### src/rtl/clock_counter.sv
// Fractional clock divider: phase accumulator producing a registered
// square-wave strobe o_clk averaging F_CLK_OUT from an F_CLK_IN clock.
module clock_counter #(
  parameter int F_CLK_OUT = 48_000,
  parameter int F_CLK_IN  = 50_000_000
) (
  input  logic clk,
  input  logic i_rst,
  input  logic enable,
  output logic o_clk
);

  localparam int INC   = 2 * F_CLK_OUT;
  localparam int ACC_W = $clog2(F_CLK_IN + INC);

  localparam logic [ACC_W:0] INC_W = (ACC_W+1)'(INC);
  localparam logic [ACC_W:0] MOD_W = (ACC_W+1)'(F_CLK_IN);

  if (F_CLK_OUT <= 0 || INC > F_CLK_IN) begin : g_bad_ratio
    $error("clock_counter: need 0 < 2*F_CLK_OUT <= F_CLK_IN");
  end

  logic [ACC_W-1:0] acc;
  logic [ACC_W:0]   sum;
  logic [ACC_W:0]   nxt;
  logic             wrap;
  logic             unused_msb;

  // Extra bit keeps sum from overflowing before the compare.
  always_comb begin
    sum  = {1'b0, acc} + INC_W;
    wrap = (sum >= MOD_W);
    nxt  = wrap ? (sum - MOD_W) : sum;
  end

  assign unused_msb = nxt[ACC_W];

  always_ff @(posedge clk or negedge i_rst) begin
    if (!i_rst) begin
      acc   <= '0;
      o_clk <= 1'b0;
    end else if (!enable) begin
      acc   <= '0;
      o_clk <= 1'b0;
    end else begin
      acc <= nxt[ACC_W-1:0];
      if (wrap)
        o_clk <= ~o_clk;
    end
  end

endmodule

### config.mk
export PLATFORM = sky130hd
export DESIGN_NAME = clock_counter
export DESIGN_NICKNAME = d
export VERILOG_FILES = /design/src/rtl/clock_counter.sv
export SDC_FILE = /design/constraint.sdc
export NUM_CORES = 1
export LEC_CHECK = 0
export BUFFER_PORTS_ARGS = -buffer_cell sky130_fd_sc_hd__buf_2
export CAP_MARGIN = 15
export CORE_ASPECT_RATIO = 0.9
export CORE_MARGIN = 4
export CORE_UTILIZATION = 35
export CTS_BUF_LIST = sky130_fd_sc_hd__clkbuf_4 sky130_fd_sc_hd__clkbuf_8 sky130_fd_sc_hd__clkbuf_16
export DETAILED_ROUTE_END_ITERATION = 16
export PLACE_DENSITY_LB_ADDON = 0.2
export SLEW_MARGIN = 20
export SYNTH_ARGS = -nofsm -noshare
export SYNTH_HDL_FRONTEND = slang
export SYNTH_SLANG_ARGS = --single-unit
### constraint.sdc
create_clock -name clk -period 3.1 [get_ports clk]
set_input_delay 0.155 -clock clk [delete_from_list [all_inputs] [get_ports clk]]
set_output_delay 0.155 -clock clk [all_outputs]
set_load 0.01 [all_outputs]
Word level (Yosys, flattened, before mapping)
Cells that the tools add are included.

Bitwise logic cells: 1. Eq/ne operators: 1. $add $sub $neg: 2. Multiplexer cells: 4. $lt $le $gt $ge: 1.

Operator list (count): $mux W26 (2); $add A26 B17 Y27 const B (1); $ge A27 B26 Y1 const B (1); $sub A26 B26 Y26 const B (1); $mux W1 (2); $ne A2 B1 Y1 const B (1); $not A1 Y1 (1).

Output and inout bits: 1. Bits in registers: 27. Input port bits: 3.

Logic depth before layout (Yosys ltp)
Gate-level depths: netlist (run 1).

Depth in word-level cells: 4. Depth in mapped cells: 11.

Worst setup path after synthesis (run 1)
Ideal clock, no wire load.

Path type: reg-to-reg. Start: register acc[8]. End: register acc[22]. Path slack: 405 ps. Cell stages (with the launch flop): 12. Buffers on the path: 1. Library setup time: 79 ps. Data arrival time: 2616 ps. Cell sequence: dfrtp_1 > inv_1 > ha_1 > nand2b_2 > a211oi_2 > nor4b_1 > xnor2_1 > nor3_4 > a31oi_1 > buf_4 > a211oi_1 > mux2i_1.

Longest elaborated chain between the ends: 4. Elaborated cells on any way between the ends: 5. Classes of those cells: add/sub: 2; order compare: 1; mux: 2.

RTL lines: from (decl) (RTL line 23) `logic [ACC_W-1:0] acc;`; from (signal assigned) (RTL line 46) `acc <= nxt[ACC_W-1:0];`; $add A26 B17 Y27 * (RTL line 31) `sum = {1'b0, acc} + INC_W;`; $sub A26 B26 Y26 or $ge A27 B26 Y1 (tied branches) (RTL line 33, 32); $mux W26 * (RTL line 33) `nxt = wrap ? (sum - MOD_W) : sum;`; $mux W26 * (RTL line 42) `end else if (!enable) begin`.

Mark *: on every way between the ends. The rest lies on a longest branch, timed or not. A chain may end at the register's enable or synchronous reset.

Final worst setup path (run 1)
Start: register acc[10]. End: register acc[22].

The elaborated chain is that of the path after synthesis.

==> flow_summary.ini, run 1 <==
[status]
status = complete, no violations

[worst_setup_path]
r2r_cells = 9
crit_type = reg -> reg
timing.rr.start = acc[10]
startpoint_type = flop
max_stage_delay_ns = 0.46
crit_chain = o311a_1 > o311a_1 > xor2_1 > o211ai_2 > nor3_4 > a31oi_1 > buf_4 > a211oi_1 > mux2i_1
reg2reg_to = acc[22]
critPathBufInv = 1
arrival_ns = 3.10
required_ns = 3.29
reg2reg_slack_ns = 0.19
end_kind = flop
path_max_fanout = 7
path_common_cell = o311a_1
cpMaxStageDelayCell = dfrtp_1
crit_family = compound AO/OA/AOI/OAI gates

[placed_design]
gp_congestion = 0.848
io_buffers = 3
place_area_um2 = 1970
place.detailed.hpwl_um = 3620

[synth]
seq_area_frac_synth_pct = 27.6
yosysTopAreaCellShare_pct = 27.6
synth_area_leaders = dfrtp_1 28%, mux2i_1 7.2%, nand2_1 6.6%, xnor2_1 3.9%, a21oi_1 3.3%
ys_ff_latch = 20
yosysTopAreaCell = dfrtp_1
yosysWarnings = 0
synth_area_um2 = 1810
async_flop_share_pct = 100
synth_nets = 222
synthFlopType = dfrtp_1
synthCells = 215
synth_edf_count = 0
ys_types = 56
avgSynthCellArea_um2 = 8.43

[clock_network]
cts_inserted_buffers = 3
root_buffer = clkbuf_8
clk_latency_ns = 0.27
path_clk_slew_ns = 0.09
cts_num_sinks = 20
cts_htree_levels = 1
cts_tree = yes
clockBufferDepth = 2

[finish]
drive_above_1_share_pct = 21.4
fin_nets = 242
final_common_cell = nand2_1
final_cell_mix = 32 x nand2_1, 20 x dfrtp_1, 19 x buf_4
fin_area_um2 = 2090
areaGrowthSynthToFinish_pct = 15.2
n_antenna_cell = 0

[detailed_routing]
detail_route.wl_per_cell_um = 16.4
drt_wl_total_um = 4900
dr.pass1.iters = 4
ant_nets = 0
drc = 0
route.vias.total = 1627
dr.first_iter.drc_count = 117
viasPerCell = 5.44

[timing]
rsz0062_at_grt = no
slew_headroom_pct = 62.3
clock_skew_ns = 0.00603
fin_crit_ns = 2.91
max_freq_mhz = 343
min_period_over_period_pct = 94.0
worstMarginPinSlew_ns = 0.558
fin_setup_tns_ns = 0
whs_ns = 0.378
setup_viol = 0
hold_violations = 0
maxSlewViolCount = 0

[grt]
grtUsageTotal_pct = 16.0
grt_pass1_vias = 1566
grt_max_degree = 28
overflow = 0
grt_pass1_wl_um = 8290
antenna_found_initial = 0

[floorplanning]
start_util_pct = 36.8
rows = 24
die_y_um = 76.3
dieArea_um2 = 6390
core_um2 = 4920
dieWidth_um = 83.8
io-pin-count = 4

[flow_run]
maxCapViolCount = 0

[pwr]
max-vdd-ir-drop_uv = 241
finalPower_mw = 1.26
power_density_nw_per_um2 = 604
power.leakage_nw = 0.856

[min_path]
hp-class = in -> async
-- routing by layer --
layer / vias to the layer above / track usage, % / share of wire (%)
met5: - / 0 / 0
met1: 756 / 24.7 / 53
li1: 834 / - / -
met2: 29 / 22.9 / 41
met4: 0 / 3.70 / 1.3
met3: 8 / 2.59 / 3.9
-- registers in the layout (all words and copies together) (netlist names) --
signal	count
o_clk	1
acc	19
-- power by group --
part           internal, mW  total (mW)  switching (mW)
clock network         0.113       0.212          0.0982
registers             0.303       0.384          0.0815
logic                 0.281       0.664           0.383
total                 0.697        1.26           0.563
-- Yosys cell counts (all sizes together), types with 6 or more instances --
cell type / count
nand2: 32
dfrtp: 20
mux2i: 13
nor2: 11
nor3: 8
a211oi: 8
xnor2: 8
nand3: 10
o21ai: 12
buf: 6
a21oi: 16
-- through the flow --
stage / util (%) / setup WS, ns / std cells
finish: 42.4 / 0.186 / 299
global placement: 40.0 / 0.0911 / 290
floorplan: - / 0.405 / 215
CTS: 41.3 / 0.0302 / 295
global route: 42.4 / 0.00455 / 299
detailed placement: 40.0 / 0.0636 / 290
-- worst max path at each step --
| stage | startpoint | to | slack [ns] | depth (start not counted) |
|---|---|---|---|---|
| 2_1_floorplan | acc[8] | acc[22] | 0.40 | 11 |
| 3_3_place_gp | acc[10] | acc[15] | 0.09 | 9 |
| 3_5_place_dp | acc[9] | acc[15] | 0.06 | 10 |
| 4_1_cts | acc[9] | acc[15] | 0.03 | 10 |
| 5_1_grt | acc[10] | acc[22] | 0.005 | 9 |
| 6_report | acc[10] | acc[22] | 0.19 | 9 |
-- area by class of cell --
cell class / count / area, um^2
fill: 527 / 2840
multi-input combinational: 181 / 1260
sequential: 20 / 500
timing repair buffer: 23 / 168
tap: 65 / 81.3
clock buffer: 4 / 55.1
inverter: 6 / 22.5
-- logic make-up after synthesis --
group / Yosys count / synth area share, %
adder cells (fa/ha/maj): 4 / 2.76
AO/OA/AOI/OAI: 60 / 24.4
AND/OR/NAND/NOR: 91 / 27.6
buffers and inverters: 14 / 4.07
flip-flops: 20 / 27.6
multiplexers: 13 / 7.18
XOR/XNOR: 13 / 6.28
-- what timing repair did --
item / 4_1_cts / 5_1_grt
setup endpoints to repair: 0 / 11
hold endpoints to repair: 20 / 0
hold buffers: 1 / 0
setup buffers: 0 / 4
resized for setup: 0 / 5
No activity file was read; power rests on OpenSTA's default activity.
==> run 2, diff against run 1 <==
--- a/config.mk
+++ b/config.mk
@@ -5,13 +5,13 @@
 export SDC_FILE = /design/constraint.sdc
 export NUM_CORES = 1
 export LEC_CHECK = 0
-export BUFFER_PORTS_ARGS = -buffer_cell sky130_fd_sc_hd__buf_2
-export CAP_MARGIN = 15
 export CORE_ASPECT_RATIO = 0.9
 export CORE_MARGIN = 4
 export CORE_UTILIZATION = 35
 export CTS_BUF_LIST = sky130_fd_sc_hd__clkbuf_4 sky130_fd_sc_hd__clkbuf_8 sky130_fd_sc_hd__clkbuf_16
+export CTS_CLUSTER_SIZE = 28
 export DETAILED_ROUTE_END_ITERATION = 16
+export DONT_BUFFER_PORTS = 1
 export PLACE_DENSITY_LB_ADDON = 0.2
 export SLEW_MARGIN = 20
 export SYNTH_ARGS = -nofsm -noshare
==> run 2 against run 1 <==
Against the previous run: hold slack lost 0.37 ns; design area up 2.7%; combinational power grew 5.9%; count of clock-buffer cells in the layout fell by 1; first-iteration DRC count is 3.4% higher; critical path type unchanged.
==> flow_summary.ini, run 2 (synthesis results as in run 1) <==
[grt]
grtUsageTotal_pct = 16.2
antenna_found_initial = 0
overflow = 0
grt_max_degree = 28
grt_pass1_wl_um = 8290
grt_pass1_vias = 1582

[worst_setup_path]
crit_chain = o311a_1 > o311a_1 > xor2_1 > o211ai_2 > nor3_4 > buf_4 > a31oi_4 > buf_12 > a2111o_1 > nand3_1
max_stage_delay_ns = 0.42
cpMaxStageDelayCell = dfrtp_1
required_ns = 3.31
end_kind = flop
crit_type = reg -> reg
path_max_fanout = 7
arrival_ns = 3.22
startpoint_type = flop
path_common_cell = o311a_1

[timing]
maxSlewViolCount = 0
whs_ns = 0.00931
min_period_over_period_pct = 97.3
clock_skew_ns = 0.00187
slew_headroom_pct = 32.8
hold_violations = 0
fin_crit_ns = 3.02
worstMarginPinSlew_ns = 1.01
setup_viol = 0
max_freq_mhz = 331

[finish]
largest_register = acc
fin_area_um2 = 2140
final_cell_mix = 32 x nand2_1, 19 x dfrtp_1, 17 x buf_4
reg_top3 = acc x19, o_clk x1
post-route-util_pct = 43.5
drive_above_1_share_pct = 22.9
fin_nets = 239
areaGrowthSynthToFinish_pct = 18.3
n_antenna_cell = 0
largest_reg_flops = 19
final_common_cell = nand2_1

[clock_network]
cts_num_sinks = 20
path_clk_slew_ns = 0.09
clk_latency_ns = 0.27
cts_tree = yes
cts_htree_levels = 1
cts_inserted_buffers = 3
clockBufferDepth = 2
root_buffer = clkbuf_8

[pwr]
power_density_nw_per_um2 = 633
netSwitchingFraction_pct = 44.0
p_switching_mw = 0.597
seqPwrFrac_pct = 27.7
clockPowerShare_pct = 20.5
combPwrFrac_pct = 51.8
power.leakage_nw = 0.861
max-vdd-ir-drop_uv = 300
finalPower_mw = 1.36
internal_power_mw = 0.760

[placed_design]
place_area_um2 = 1930
io_buffers = 0
place.detailed.hpwl_um = 3690
gp_congestion = 0.864

[flow_run]
maxCapViolCount = 0

[floorplanning]
dieArea_um2 = 6390
io-pin-count = 4
dieWidth_um = 83.8
die_y_um = 76.3
start_util_pct = 36.8
core_um2 = 4920
rows = 24

[detailed_routing]
drc = 0
dr.pass1.iters = 4
route.vias.total = 1641
drt_wl_total_um = 5130
highest-signal-layer = met4
detail_route.wl_per_cell_um = 17.3
wl_met1_um = 2640
dr_wl_met2_um = 2200
wl_met3_um = 200
viasPerCell = 5.54
ant_nets = 0
dr.first_iter.drc_count = 121

[status]
status = complete, no violations

[min_path]
hp-class = in -> reg
==> run 2: final timing paths <==
path	to	start	cells after the start	slack (ns)
worst min register to register	acc[7]	acc[7]	2	0.58
max in group asynchronous	acc[9]	i_rst	1	1.94
worst max-delay path	acc[21]	acc[8]	10	0.08
min in group asynchronous	acc[11]	i_rst	1	0.49
worst max register to register	acc[21]	acc[8]	10	0.08
worst min-delay path	acc[10]	enable	2	0.009
==> run 2: metal layers <==
layer | vias to the layer above | track usage (%)
met1 | 774 | 23.6
li1 | 823 | -
met5 | - | 0
met4 | 0 | 4.98
met2 | 34 | 24.1
met3 | 10 | 3.14
==> run 2: stage by stage <==
step | TNS, ns | worst slack, ns | instances
detailed placement | -0.00840 | -0.00840 | 284
global placement | -0.00624 | -0.00624 | 284
finish | 0 | 0.0834 | 296
CTS | -0.0686 | -0.0344 | 289
floorplan | 0 | 0.405 | 215
global route | -0.00501 | -0.00501 | 296
==> run 2: what timing repair did <==
| item | CTS | global route |
|---|---|---|
| setup buffers | 0 | 6 |
| gates resized for setup | 0 | 13 |
| setup endpoints to repair | 2 | 19 |
| endpoints found under the hold margin | 20 | 0 |
| cloned | 0 | 1 |
| pin swaps | 0 | 5 |
| hold buffers | 1 | 0 |
==> run 2: worst max-delay path, delay by kind of cell, from the launching register on <==
| kind | cells | cell delay, ns |
|---|---|---|
| xor+xnor | 1 | 0.24 |
| simple gates | 2 | 0.39 |
| compound gates | 5 | 1.51 |
| flops | 1 | 0.42 |
| buf+inv | 2 | 0.39 |
==> run 2: power by group through the flow <==
stage                     Clock [mW]  Sequential (mW)  Combinational (mW)
after floorplan                    0            0.355               0.469
after CTS                      0.282            0.371               0.647
after global placement             0            0.376               0.641
after global routing           0.290            0.384               0.780
final                          0.278            0.376               0.703
after detailed placement           0            0.376               0.638
==> run 2: area by class of cell <==
class | instances | area (um^2)
fill | 499 | 2780
multi-input combinational | 182 | 1310
sequential | 20 | 502
timing repair buffer | 19 | 158
tap | 65 | 81.3
clock buffer | 3 | 41.3
clock inverter | 1 | 30.0
inverter | 6 | 22.5
==> run 3, diff against run 2 <==
--- a/config.mk
+++ b/config.mk
@@ -5,6 +5,7 @@
 export SDC_FILE = /design/constraint.sdc
 export NUM_CORES = 1
 export LEC_CHECK = 0
+export ABC_AREA = 1
 export CORE_ASPECT_RATIO = 0.9
 export CORE_MARGIN = 4
 export CORE_UTILIZATION = 35
==> run 3 against run 2 <==
Against the previous run: clock power down 23%; utilization shrank 4.3 points; combinational power fell by 26%; critical path type unchanged; synthesized area rose by 18%.
==> flow_summary.ini, run 3 <==
[grt]
grt_max_degree = 21
antenna_found_initial = 0
grt_pass1_vias = 2017
grt_pass1_wl_um = 9670
overflow = 0
grtUsageTotal_pct = 16.3

[timing]
fin_setup_tns_ns = 0
setup_viol = 0
worstMarginPinSlew_ns = 0.591
hold_violations = 0
clock_skew_ns = 0.00619
whs_ns = 0.0153
fin_crit_ns = 2.67
max_freq_mhz = 375
maxSlewViolCount = 0
fin_ws_ns = 0.430
slew_headroom_pct = 60.3
min_period_over_period_pct = 86.1
rsz0062_at_grt = no

[status]
status = complete, no violations

[placed_design]
placed_cells = 431
gp_congestion = 0.924
io_buffers = 0
pre_cts_ws_ns = 0.444
place.detailed.hpwl_um = 4470

[detailed_routing]
dr.first_iter.drc_count = 169
detail_route.wl_per_cell_um = 13.0
drc = 0
drt_wl_total_um = 5680
route.vias.total = 2206
viasPerCell = 5.05
ant_nets = 0
dr.pass1.iters = 5

[worst_setup_path]
crit_family = simple AND/OR/NAND/NOR gates
reg2reg_slack_ns = 0.43
arrival_ns = 2.81
timing.rr.start = acc[8]
r2r_cells = 18
path_common_cell = nand2_1
cp.depth = 18
path_max_fanout = 18
max_stage_delay_ns = 0.44
cpMaxStageDelayCell = dfrtp_1
crit_chain = inv_1 > ha_1 > nand2_1 > nand2_2 > nand2_1 > nand3_1 > nand2_1 > nand2_1 > nand2_1 > nor2_1 > nand3_1 > nor2_1 > nand2_4 > nand3_2 > buf_4 > nand2_1 > nand2_1 > nor2_1
crit_type = reg -> reg
reg2reg_to = acc[10]
startpoint_type = flop
end_kind = flop
required_ns = 3.24
critPathBufInv = 2

[synth]
synth.mux.area_fraction_pct = 0
synth_fa_ha_area_share_pct = 2.35
yosysTopAreaCellShare_pct = 25.6
synthTopCellsByCount = 145 x nand2_1, 42 x nand3_1, 41 x nor2_1, 25 x inv_1, 21 x nand4_1
synth.most_common_cell = nand2_1
async_flop_share_pct = 100
synthFlopType = dfrtp_1
synth_area_um2 = 2130
synthCells = 364
yosysTopAreaCell = nand2_1
avgSynthCellArea_um2 = 5.85
synthSimpleGateAreaFrac_pct = 59.3
ys_types = 28
synth-compound-area-share_pct = 1.59
synth_top_family_by_area = simple AND/OR/NAND/NOR gates
synth_edf_count = 0
ys_ff_latch = 20
seq_area_frac_synth_pct = 23.5
synth_xor_area_share_pct = 4.11
yosysWarnings = 0
synth_area_leaders = nand2_1 26%, dfrtp_1 24%, nand3_1 9.9%, nor2_1 7.2%, nand4_1 6.2%
synth_nets = 371

[clock_network]
cts_htree_levels = 1
cts_inserted_buffers = 3
root_buffer = clkbuf_8
cts_resized = 0
post_cts_buffers = 0
cts_tree = yes
cts_num_sinks = 20
path_clk_slew_ns = 0.09
clockBufferDepth = 2
clk_latency_ns = 0.27

[pwr]
max-vdd-ir-drop_uv = 218
power.leakage_nw = 1.20
power_density_nw_per_um2 = 470
finalPower_mw = 1.07

[floorplanning]
dieArea_um2 = 7400
die_y_um = 82
rows = 26
dieWidth_um = 90.2
start_util_pct = 36.8
core_um2 = 5790
io-pin-count = 4

[finish]
largest_register = acc
fill_cells = 654
final_common_cell = nand2_1
areaGrowthSynthToFinish_pct = 6.52
reg_top3 = acc x19, o_clk x1
n_antenna_cell = 0
final_cell_mix = 145 x nand2_1, 42 x nand3_1, 41 x nor2_1
largest_reg_flops = 19
layout.cells.non_filler = 437
multi_input_area_um2 = 1430
drive_above_1_share_pct = 12.3
fin_nets = 375
seqCellArea_um2 = 500

[flow_run]
maxCapViolCount = 0

[min_path]
worstHoldStart = enable
hp-class = in -> reg
hold_path_depth = 2
holdPathEnd = acc[25]
run 3: cell count changes in the layout (fill, tap and decap cells not counted), sizes merged, moves of 10 or more:
cell / change
a21oi: -15
nand4: +19
nand2: +130
o21ai: -10
inv: +30
buf: -13
nand3: +34
nor2: +35
mux2i: -13
run 3: layer usage:
layer	vias up	share of wire (%)	wire, um	track usage (%)
met5	-	0	0	0
met4	0	1.0	59	3.67
met3	6	4.8	272	1.56
met2	48	44	2520	28.1
met1	997	50	2820	22.2
li1	1155	-	-	-
run 3: layout make-up:
cell class	count	area share (%)
multi-input cells	298	63.2
flip-flops and latches	20	22.1
clock buffers	4	2.43
inverters	39	6.45
repair buffers	6	1.99
well taps	70	3.86
run 3: report_power, final:
part	internal, mW	total, mW	switching, mW	leakage (nW)
Combinational	0.172	0.518	0.346	0.909
Sequential	0.289	0.334	0.0448	0.267
Clock	0.113	0.215	0.101	0.0288
Total	0.574	1.07	0.492	1.20
run 3: worst max path at each step:
stage / from / slack [ns] / to
floorplan: acc[8] / 0.97 / acc[16]
global placement: acc[8] / 0.46 / acc[21]
detailed placement: acc[8] / 0.44 / acc[21]
CTS: acc[8] / 0.44 / acc[11]
global route: acc[8] / 0.12 / acc[23]
finish: acc[8] / 0.43 / acc[10]
run 3: kinds of logic after synthesis:
kind of cell / count (synthesis)
XOR/XNOR: 10
buffers and inverters: 46
flip-flops: 20
AO/OA/AOI/OAI: 4
adder cells (fa/ha/maj): 4
AND/OR/NAND/NOR: 280
run 3: worst reg2reg max path, cell delays in order, from the launching register on:
cell     delay [ns]
dfrtp_1        0.44
inv_1          0.12
ha_1           0.20
nand2_1        0.10
nand2_2        0.10
nand2_1        0.09
nand3_1        0.16
nand2_1        0.14
nand2_1        0.08
nand2_1        0.10
nor2_1         0.16
nand3_1        0.08
nor2_1         0.17
nand2_4        0.17
nand3_2        0.10
buf_4          0.18
nand2_1        0.07
nand2_1        0.07
nor2_1         0.04
run 3: metrics by stage:
| stage | utilization (%) | area [um^2] |
|---|---|---|
| after floorplan | - | 2130 |
| after global placement | 38.0 | 2200 |
| after detailed placement | 38.0 | 2200 |
| after CTS | 39.1 | 2260 |
| after global routing | 39.2 | 2270 |
| final | 39.2 | 2270 |
run 3: what timing repair did:
item,4_1_cts,5_1_grt
endpoints found under the setup margin,0,0
hold buffers,1,1
endpoints found under the hold margin,20,20
